--- src/rtl/reqsend_pkg.sv ---
// Shared types and width helpers for the toggle-handshake requester.
package reqsend_pkg;

  typedef enum logic [1:0] {
    ST_IDLE  = 2'd0,
    ST_SETUP = 2'd1,
    ST_WAIT  = 2'd2
  } state_t;

  // Width of a counter that must hold 0..depth inclusive.
  function automatic int cnt_width(input int depth);
    return $clog2(depth + 1);
  endfunction

  function automatic int ptr_width(input int depth);
    return (depth > 1) ? $clog2(depth) : 1;
  endfunction

endpackage

--- src/rtl/reqsend_if.sv ---
// Local write port plus the req/ack/data toggle link of the requester.
interface reqsend_if
  import reqsend_pkg::*;
#(
  parameter int WIDTH = 8,
  parameter int DEPTH = 4
) ();

  localparam int CW = cnt_width(DEPTH);

  logic             we;
  logic [WIDTH-1:0] wdata;
  logic             full;
  logic [CW-1:0]    count;
  logic             busy;
  logic             req;
  logic [WIDTH-1:0] data;
  logic             ack;

  // master: the requester block itself
  modport master (
    input  we, wdata, ack,
    output full, count, busy, req, data
  );

  // slave: local writer plus the remote acknowledging domain
  modport slave (
    output we, wdata, ack,
    input  full, count, busy, req, data
  );

endinterface

--- src/rtl/reqsend_sync_sr.sv ---
// Two-flop synchronizer, synchronous active-high reset to zero; 2-cycle latency.
module sync_sr #(
  parameter int WIDTH = 1
) (
  input  logic             clk,
  input  logic             reset,
  input  logic [WIDTH-1:0] d,
  output logic [WIDTH-1:0] q
);

  logic [WIDTH-1:0] meta;

  always_ff @(posedge clk) begin
    if (reset) begin
      meta <= '0;
      q    <= '0;
    end else begin
      meta <= d;
      q    <= meta;
    end
  end

endmodule

--- src/rtl/reqsend.sv ---
// Queued toggle requester: write-to-req flip in 3 cycles, one transfer outstanding;
// writes are dropped while full, the link waits indefinitely on the remote ack.
module reqsend
  import reqsend_pkg::*;
#(
  parameter int WIDTH = 8,
  parameter int DEPTH = 4
) (
  input  logic      clk,
  input  logic      reset,
  reqsend_if.master bus
);

  localparam int PW = ptr_width(DEPTH);
  localparam int CW = cnt_width(DEPTH);
  localparam logic [CW-1:0] FULL_CNT = CW'(DEPTH);

  logic [WIDTH-1:0] mem [DEPTH];
  logic [PW-1:0]    wr_ptr;
  logic [PW-1:0]    rd_ptr;
  logic [CW-1:0]    cnt;
  logic [WIDTH-1:0] data_q;
  logic             req_q;
  logic             ack_s;
  logic             push;
  logic             pop;
  logic             flip;
  state_t           state;
  state_t           state_nxt;

  sync_sr #(.WIDTH(1)) u_ack_sync (
    .clk   (clk),
    .reset (reset),
    .d     (bus.ack),
    .q     (ack_s)
  );

  // A full queue refuses the write outright, regardless of a same-cycle pop.
  assign push = bus.we && (cnt != FULL_CNT);

  always_ff @(posedge clk) begin
    if (reset) begin
      state <= ST_IDLE;
    end else begin
      state <= state_nxt;
    end
  end

  // ack_s == req means nothing is outstanding; that also holds off a
  // launch after a local-only reset until the remote side catches up.
  always_comb begin
    state_nxt = state;
    pop       = 1'b0;
    flip      = 1'b0;
    unique case (state)
      ST_IDLE: begin
        if ((ack_s == req_q) && (cnt != '0)) begin
          pop       = 1'b1;
          state_nxt = ST_SETUP;
        end
      end
      ST_SETUP: begin
        flip      = 1'b1;
        state_nxt = ST_WAIT;
      end
      ST_WAIT: begin
        if (ack_s == req_q) begin
          if (cnt != '0) begin
            pop       = 1'b1;
            state_nxt = ST_SETUP;
          end else begin
            state_nxt = ST_IDLE;
          end
        end
      end
      default: state_nxt = ST_IDLE;
    endcase
  end

  always_ff @(posedge clk) begin
    if (push) begin
      mem[wr_ptr] <= bus.wdata;
    end
  end

  always_ff @(posedge clk) begin
    if (reset) begin
      wr_ptr <= '0;
      rd_ptr <= '0;
      cnt    <= '0;
    end else begin
      if (push) begin
        wr_ptr <= wr_ptr + PW'(1);
      end
      if (pop) begin
        rd_ptr <= rd_ptr + PW'(1);
      end
      unique case ({push, pop})
        2'b10:   cnt <= cnt + CW'(1);
        2'b01:   cnt <= cnt - CW'(1);
        default: cnt <= cnt;
      endcase
    end
  end

  always_ff @(posedge clk) begin
    if (reset) begin
      data_q <= '0;
      req_q  <= 1'b0;
    end else begin
      if (pop) begin
        data_q <= mem[rd_ptr];
      end
      if (flip) begin
        req_q <= ~req_q;
      end
    end
  end

  assign bus.full  = (cnt == FULL_CNT);
  assign bus.count = cnt;
  assign bus.busy  = (state != ST_IDLE);
  assign bus.req   = req_q;
  assign bus.data  = data_q;

  a_cnt_bound: assert property (@(posedge clk) disable iff (reset) cnt <= FULL_CNT);

  a_data_hold: assert property (@(posedge clk) disable iff (reset)
    (state == ST_WAIT && ack_s != req_q) |=> $stable(data_q));

endmodule
--- src/flat_wrapper.sv ---
// flat-port wrapper written by rule: the top's interface ports become plain ports
module reqsend_flat import reqsend_pkg::*;
#(
  parameter int WIDTH = 8,
  parameter int DEPTH = 4
)
  (clk, reset, bus_we, bus_wdata, bus_ack, bus_full, bus_count, bus_busy, bus_req, bus_data);
  reqsend_if #(.WIDTH(WIDTH), .DEPTH(DEPTH)) bus_i ();
  input  logic clk;
  input  logic reset;
  input wire logic [$bits(bus_i.we)-1:0] bus_we;
  input wire logic [$bits(bus_i.wdata)-1:0] bus_wdata;
  input wire logic [$bits(bus_i.ack)-1:0] bus_ack;
  output wire logic [$bits(bus_i.full)-1:0] bus_full;
  output wire logic [$bits(bus_i.count)-1:0] bus_count;
  output wire logic [$bits(bus_i.busy)-1:0] bus_busy;
  output wire logic [$bits(bus_i.req)-1:0] bus_req;
  output wire logic [$bits(bus_i.data)-1:0] bus_data;
  assign bus_i.we = bus_we;
  assign bus_i.wdata = bus_wdata;
  assign bus_i.ack = bus_ack;
  assign bus_full = bus_i.full;
  assign bus_count = bus_i.count;
  assign bus_busy = bus_i.busy;
  assign bus_req = bus_i.req;
  assign bus_data = bus_i.data;
  reqsend #(.WIDTH(WIDTH), .DEPTH(DEPTH)) u_core (.clk(clk), .reset(reset), .bus(bus_i));
endmodule
--- config.mk ---
export PLATFORM = sky130hd
export DESIGN_NAME = reqsend_flat
export DESIGN_NICKNAME = d
export VERILOG_FILES = /design/src/rtl/reqsend_pkg.sv /design/src/rtl/reqsend_if.sv /design/src/rtl/reqsend_sync_sr.sv /design/src/rtl/reqsend.sv /design/src/flat_wrapper.sv
export SDC_FILE = /design/constraint.sdc
export NUM_CORES = 1
export LEC_CHECK = 0
export ABC_AREA = 1
export BUFFER_PORTS_ARGS = -buffer_cell sky130_fd_sc_hd__buf_4
export CORE_ASPECT_RATIO = 1.2
export CORE_MARGIN = 2
export CORE_UTILIZATION = 45
export CTS_CLUSTER_DIAMETER = 30
export DETAILED_ROUTE_END_ITERATION = 16
export HOLD_SLACK_MARGIN = 0.06
export PLACE_DENSITY_LB_ADDON = 0.12
export SYNTH_ARGS = -nofsm -noshare
export SYNTH_HDL_FRONTEND = slang
export SYNTH_SLANG_ARGS = --single-unit
--- constraint.sdc ---
create_clock -name clk -period 5.5 [get_ports clk]
set_input_delay 0.825 -clock clk [delete_from_list [all_inputs] [get_ports clk]]
set_output_delay 0.825 -clock clk [all_outputs]
set_load 0.01 [all_outputs]
**Yosys cells after proc, flatten, opt, wreduce, memory -nomap -nowiden**

Memories as Yosys holds them, arrays and structs flattened. A register that Yosys moved wholly into a read port is not among the register bits.
Cells that the tools add are included.

- Flip-flop bits (word level): 12
- Bits in latches: 0
- RAM bits: 32
- Bits in read-only memories: 0
- Input bits: 12
- Output and inout bits: 14
- Logic and storage cells: 41
- Memories kept: 1

Memories:

| memory | words | bits a word | rd ports | clocked after Yosys merged registers in | wr ports | line | RTL |
|---|---|---|---|---|---|---|---|
| u_core.mem | 4 | 8 | 1 | 1 | 1 | reqsend.sv:18 | `logic [WIDTH-1:0] mem [DEPTH];` |

- Add/sub/neg operators: 4
- Multiply operators: 0
- Divide/modulo/power cells: 0
- Order comparisons: 0
- Eq/ne operators: 9
- Shifts and indexed selects: 0
- Muxes and demuxes: 12
- Bitwise gates (word level): 1
- Reduce and logical (&&, ||, !) cells: 7

Operator list:

| operator | number |
|---|---|
| 1-bit two-way mux | 7 |
| 2-bit case mux with 3 select lines | 1 |
| 3-bit case mux with 2 select lines | 1 |
| 2-bit by 1-bit adder with 2-bit output (second input constant) | 2 |
| 2-bit by 1-bit equality test with 1-bit output (second input constant) | 2 |
| 2-bit equality test (second input constant) | 2 |
| 2-bit two-way mux | 2 |
| 2-bit by 1-bit inequality test with 1-bit output (second input constant) | 2 |
| 2-bit nonzero test | 2 |
| 3-bit by 1-bit adder with 3-bit output (second input constant) | 1 |
| 3-bit equality test (second input constant) | 1 |
| 3-bit inequality test (second input constant) | 1 |
| 3-bit nonzero test | 1 |
| 3-bit by 1-bit subtractor with 3-bit output (second input constant) | 1 |
| 1-bit logical AND | 2 |
| 2-bit logical NOT | 1 |
| 1-bit case mux with 2 select lines | 1 |
| 2-bit AND reduction | 1 |
| 1-bit equality test | 1 |
| 1-bit NOT | 1 |

**Depth between registers and ports, before layout**

- Depth after elaboration: 6
- Mapped depth: 12
- Mapped depth without buffers: 12

**Modules after synthesis**

A second synthesis with hierarchy kept.

- Cells, all modules: 230
- Area, all modules: 2225.9 sq um

By module, submodules not included:

| module | instances | cells an instance | area each (sq um) | seq. area each (sq um) |
|---|---|---|---|---|
| reqsend | 1 | 224 | 2170.8 | 1321.3 |
| sync_sr | 1 | 6 | 55.1 | 40.0 |

**Worst setup path before layout**

OpenSTA, ideal clock, no wires.

- Kind: input -> register
- Start point: in bus_we
- End point: reg u_core.cnt[2] (netlist: u_core.bus.count[2])
- Library setup time: 0.119 ns
- Data arrival time: 1.856 ns
- Data required time: 5.381 ns
- Setup slack: 3.524 ns
- Cell stages on the path: 8
- Buffers on the path: 0
- Cell sequence: nand2_2 ha_1 inv_1 fa_1 nand2_1 nand3_1 o21ai_0 a21oi_1

- Cells in the longest elaborated chain, start to end: 3
- Elaborated cells between the ends (all ways): 5
- Classes of those cells: 2 x eq/ne; 1 x mux; 2 x reduce/logical

Ends and longest elaborated chain:

| element | line | RTL |
|---|---|---|
| start, declared | flat_wrapper.sv:11 | `input wire logic [$bits(bus_i.we)-1:0] bus_we;` |
| 1-bit logical AND (*) | reqsend.sv:39 | `assign push = bus.we && (cnt != FULL_CNT);` |
| 2-bit by 1-bit equality test with 1-bit output or 2-bit equality test (tied branches) | reqsend.sv:98 | `unique case ({push, pop})` |
| 3-bit case mux with 2 select lines or 2-bit nonzero test (tied branches) | - |  |
| end signal, assigned | reqsend.sv:99 | `2'b10: cnt <= cnt + CW'(1);` |
| end signal, assigned | reqsend.sv:100 | `2'b01: cnt <= cnt - CW'(1);` |
| end signal, assigned | reqsend.sv:101 | `default: cnt <= cnt;` |
| end, declared | reqsend.sv:21 | `logic [CW-1:0] cnt;` |

Mark *: on every way between the ends. The rest lies on a longest branch, timed or not.
A chain may end at the register's enable or synchronous reset.

**Worst setup path in the final report**

- Start point: reg u_core.u_ack_sync.q
- End point: reg u_core.cnt[2] (netlist: u_core.bus.count[2])

- Cells in the longest elaborated chain, start to end: 6
- Elaborated cells between the ends (all ways): 9
- Classes of those cells: 3 x eq/ne; 4 x mux; 2 x reduce/logical

Ends and longest elaborated chain:

| element | line | RTL |
|---|---|---|
| start, declared | reqsend_sync_sr.sv:8 | `output logic [WIDTH-1:0] q` |
| start signal, assigned | reqsend_sync_sr.sv:19 | `q <= meta;` |
| 1-bit equality test (*) | reqsend.sv:57, reqsend.sv:67 |  |
| 1-bit logical AND | reqsend.sv:57 | `if ((ack_s == req_q) && (cnt != '0)) begin` |
| 1-bit two-way mux | reqsend.sv:57 |  |
| 1-bit case mux with 2 select lines (*) | reqsend.sv:55 | `unique case (state)` |
| net u_core.pop | reqsend.sv:26 | `logic pop;` |
| 2-bit by 1-bit equality test with 1-bit output or 2-bit equality test (tied branches) | reqsend.sv:98 |  |
| 3-bit case mux with 2 select lines or 2-bit nonzero test (tied branches) | - |  |

The timed path passes the listed nets; every way through them passes the cells marked *.

==> out/results.ini <==
[worst_setup_path]
r2r_start = u_core.u_ack_sync.q
crit_fanout = 3
cp_cell_sequence = inv_1, nand2_1, nand3_1, nor2_1, ha_1, inv_1, fa_1, nand2_1, nand3_1, o21ai_0, a21oi_1
crit_arrival_ns = 2.18
crit_buf_inv = 2
required_ns = 5.70
worstSetupEndpointType = register
crit_family = simple AND/OR/NAND/NOR gates
r2r_end = u_core.bus.count[2]
cp-start-kind = register
worstSetupPathType = reg2reg
reg2reg_setup_slack_ns = 3.51
cp_slowest_stage_delay_ns = 0.38
reg2reg_depth = 11
crit_path_top_delay_cell = fa_1

[power_and_ir_drop]
power_density_nw_per_um2 = 474
power_frac_clock_pct = 17.8
p_total_mw = 1.20
cellLeakagePower_nw = 1.10
p_int_mw = 0.754
ir_drop_mv = 0.217
switching_power_mw = 0.448
p_seq_share_pct = 46.3
sw_frac_of_total_pct = 37.3
p_comb_share_pct = 36.0

[cells_and_area]
layout.nets = 272
antenna_cells = 0
area_delta_synth_final_pct = 13.9
final_cell_area_um2 = 2540
final_common_cell = nand2_1
final_cell_mix = nand2_1, inv_1, edfxtp_1
final_layout_size_suffix_gt1_share_pct = 15.7

[clocking]
clock-root-buffer = clkbuf_8
clockBufferDepth = 2
cts.sinks = 52
clkSlewWorstSetupHoldPaths_ns = 0.09
cts_made_buffers = 5
ctsHtreeMaxLevel = 2
hold_buffers = 0
post_cts_resized = 0
cts_setup_buffers = 0
insertion_delay_ns = 0.30
cts_tree = built

[min_path]
min_path_cells = 2
hold_path.class = reg2reg
hold_end = u_core.u_ack_sync.q
min_from = u_core.u_ack_sync.meta

[global_route]
grt_pass1_wl_um = 5950
grt_most_used_layer = met2
overflow = 0
grtUsageMet1_pct = 18.1
first_global_vias = 1322
grtUsageTotal_pct = 15.0
use_met3_pct = 4.57
antenna_found_initial = 0
use_met2_pct = 24.4
grt_max_degree = 36

[yosys]
synth_top_family_by_area = simple AND/OR/NAND/NOR gates
synth.distinct_cells = 21
ys_seq_elements = 52
synthAdderAreaFrac_pct = 3.71
synth_compound_area_share_pct = 9.22
synth-simple-area-share_pct = 15.7
yosys_warnings = 0
synth_xor_area_share_pct = 0.393
avgSynthCellArea_um2 = 9.72
synth_nets = 247
yosysSeqAreaShare_pct = 61.2
synth.mux.area_fraction_pct = 0
synthCells = 229
syn_area_um2 = 2230

[die]
core_um2 = 4830
rows = 28
io_pins = 26
dieArea_um2 = 5530
start_util_pct = 46.0
die_w_um = 68.2
die_h_um = 81.0

[sta]
fin_worst_skew_ns = 0.00872
setup_tns_ns = 0
fin_crit_sh_pct = 36.1
min_period_ns = 1.99
fin_hold_ws_ns = 0.413
tightest_slew_ns = 1.10
slew_headroom_pct = 26.9
fin_ws_ns = 3.51
hold_violations = 0
setup_viol = 0
drv_slew = 0
fmax_mhz = 503
rsz0062_at_grt = false

[placed_design]
place_congestion = 0.717
placed_area_um2 = 2450
dp_slack_ns = 3.28
hpwl_um = 2470
io_buffers = 25

[detailed_routing]
drt-total-wl_um = 3590
drc = 0
avgRoutedWirePerCell_um = 11.4
drt_iter0_drc = 56
first_pass_iters = 4
postRouteAntennaNets = 0
vias = 1442
via_per_inst = 4.58

[flow_run]
max_cap_viol_count = 0

[outcome]
status = complete, no violations

## cells in the mapped netlist
library cell  instances  share of area [%]
nand2_2               1               0.28
a21oi_2               2               0.79
nand3_2               1               0.45
a21oi_1               6                1.3
nor2_1               26                4.4
edfxtp_1             32                 43
nand3_4               1               0.79
inv_2                 2               0.34
o211ai_1             16                5.4
dfxtp_1              20                 18
xor2_1                1               0.39
nand3_1               5                1.1
inv_1                45                7.6
ha_1                  5                2.8
o21ai_0               6                1.3
buf_6                 1               0.51
fa_1                  1               0.90
buf_2                 6                1.3
nor2_2                1               0.28
nand2_1              50                8.4
a211oi_1              1               0.34
## sequential cells by signal (all words and copies together), names as in the netlist
register,cells
u_core.u_ack_sync.q,1
u_core.state,2
u_core.bus.data,8
u_core.bus.count,3
u_core.rd_ptr,2
u_core.bus.req,1
u_core.u_ack_sync.meta,1
u_core.wr_ptr,2
u_core.mem,32
## power by group through the flow
stage | Combinational (mW) | Clock, mW | Sequential [mW]
after detailed placement | 0.439 | 0 | 0.567
after global placement | 0.437 | 0 | 0.564
after global routing | 0.503 | 0.236 | 0.569
after CTS | 0.441 | 0.221 | 0.558
after floorplan | 0.350 | 0 | 0.536
final | 0.432 | 0.213 | 0.556
## logic make-up (layout without fill, tap and decap cells)
logic type	Yosys count	after routing
fa+ha+maj	6	6
compound gates	31	31
buf+inv	54	80
flops	52	52
simple gates	85	85
xor+xnor	1	1
## per-layer routing
metal / share of wire (%) / wire [um] / vias up
met5: 0 / 0 / -
met4: 2.0 / 73 / 0
met3: 3.6 / 130 / 6
met2: 47 / 1700 / 21
met1: 47 / 1690 / 642
li1: - / - / 773
## worst reg2reg max path: stages, from the launching register on
cell and delay, ns:
dfxtp_1 0.37, inv_1 0.05, nand2_1 0.13, nand3_1 0.09
nor2_1 0.21, ha_1 0.20, inv_1 0.06, fa_1 0.38
nand2_1 0.08, nand3_1 0.09, o21ai_0 0.16, a21oi_1 0.05
## final cells by class
class,count,area (um^2)
flip-flops and latches,52,1360
inverters,47,176
multi-input cells,123,647
well taps,60,75.1
clock inverters,2,16.3
fillers,437,2300
clock buffers,6,72.6
repair buffers,25,188
## worst max-delay path by stage
stage                     cells after the start                  end                start
after floorplan                               8  u_core.bus.count[2]               bus_we
after detailed placement                      9  u_core.bus.count[2]               bus_we
after CTS                                    11  u_core.bus.count[2]  u_core.u_ack_sync.q
after global placement                        9  u_core.bus.count[2]               bus_we
final                                        11  u_core.bus.count[2]  u_core.u_ack_sync.q
after global routing                         11  u_core.bus.count[2]  u_core.u_ack_sync.q
## stage by stage
stage | utilization (%) | std cells
after floorplan | - | 229
after global placement | 50.6 | 307
after detailed placement | 50.6 | 307
after CTS | 52.5 | 315
after global routing | 52.5 | 315
final | 52.5 | 315
Power figures use the tool's default switching activity.
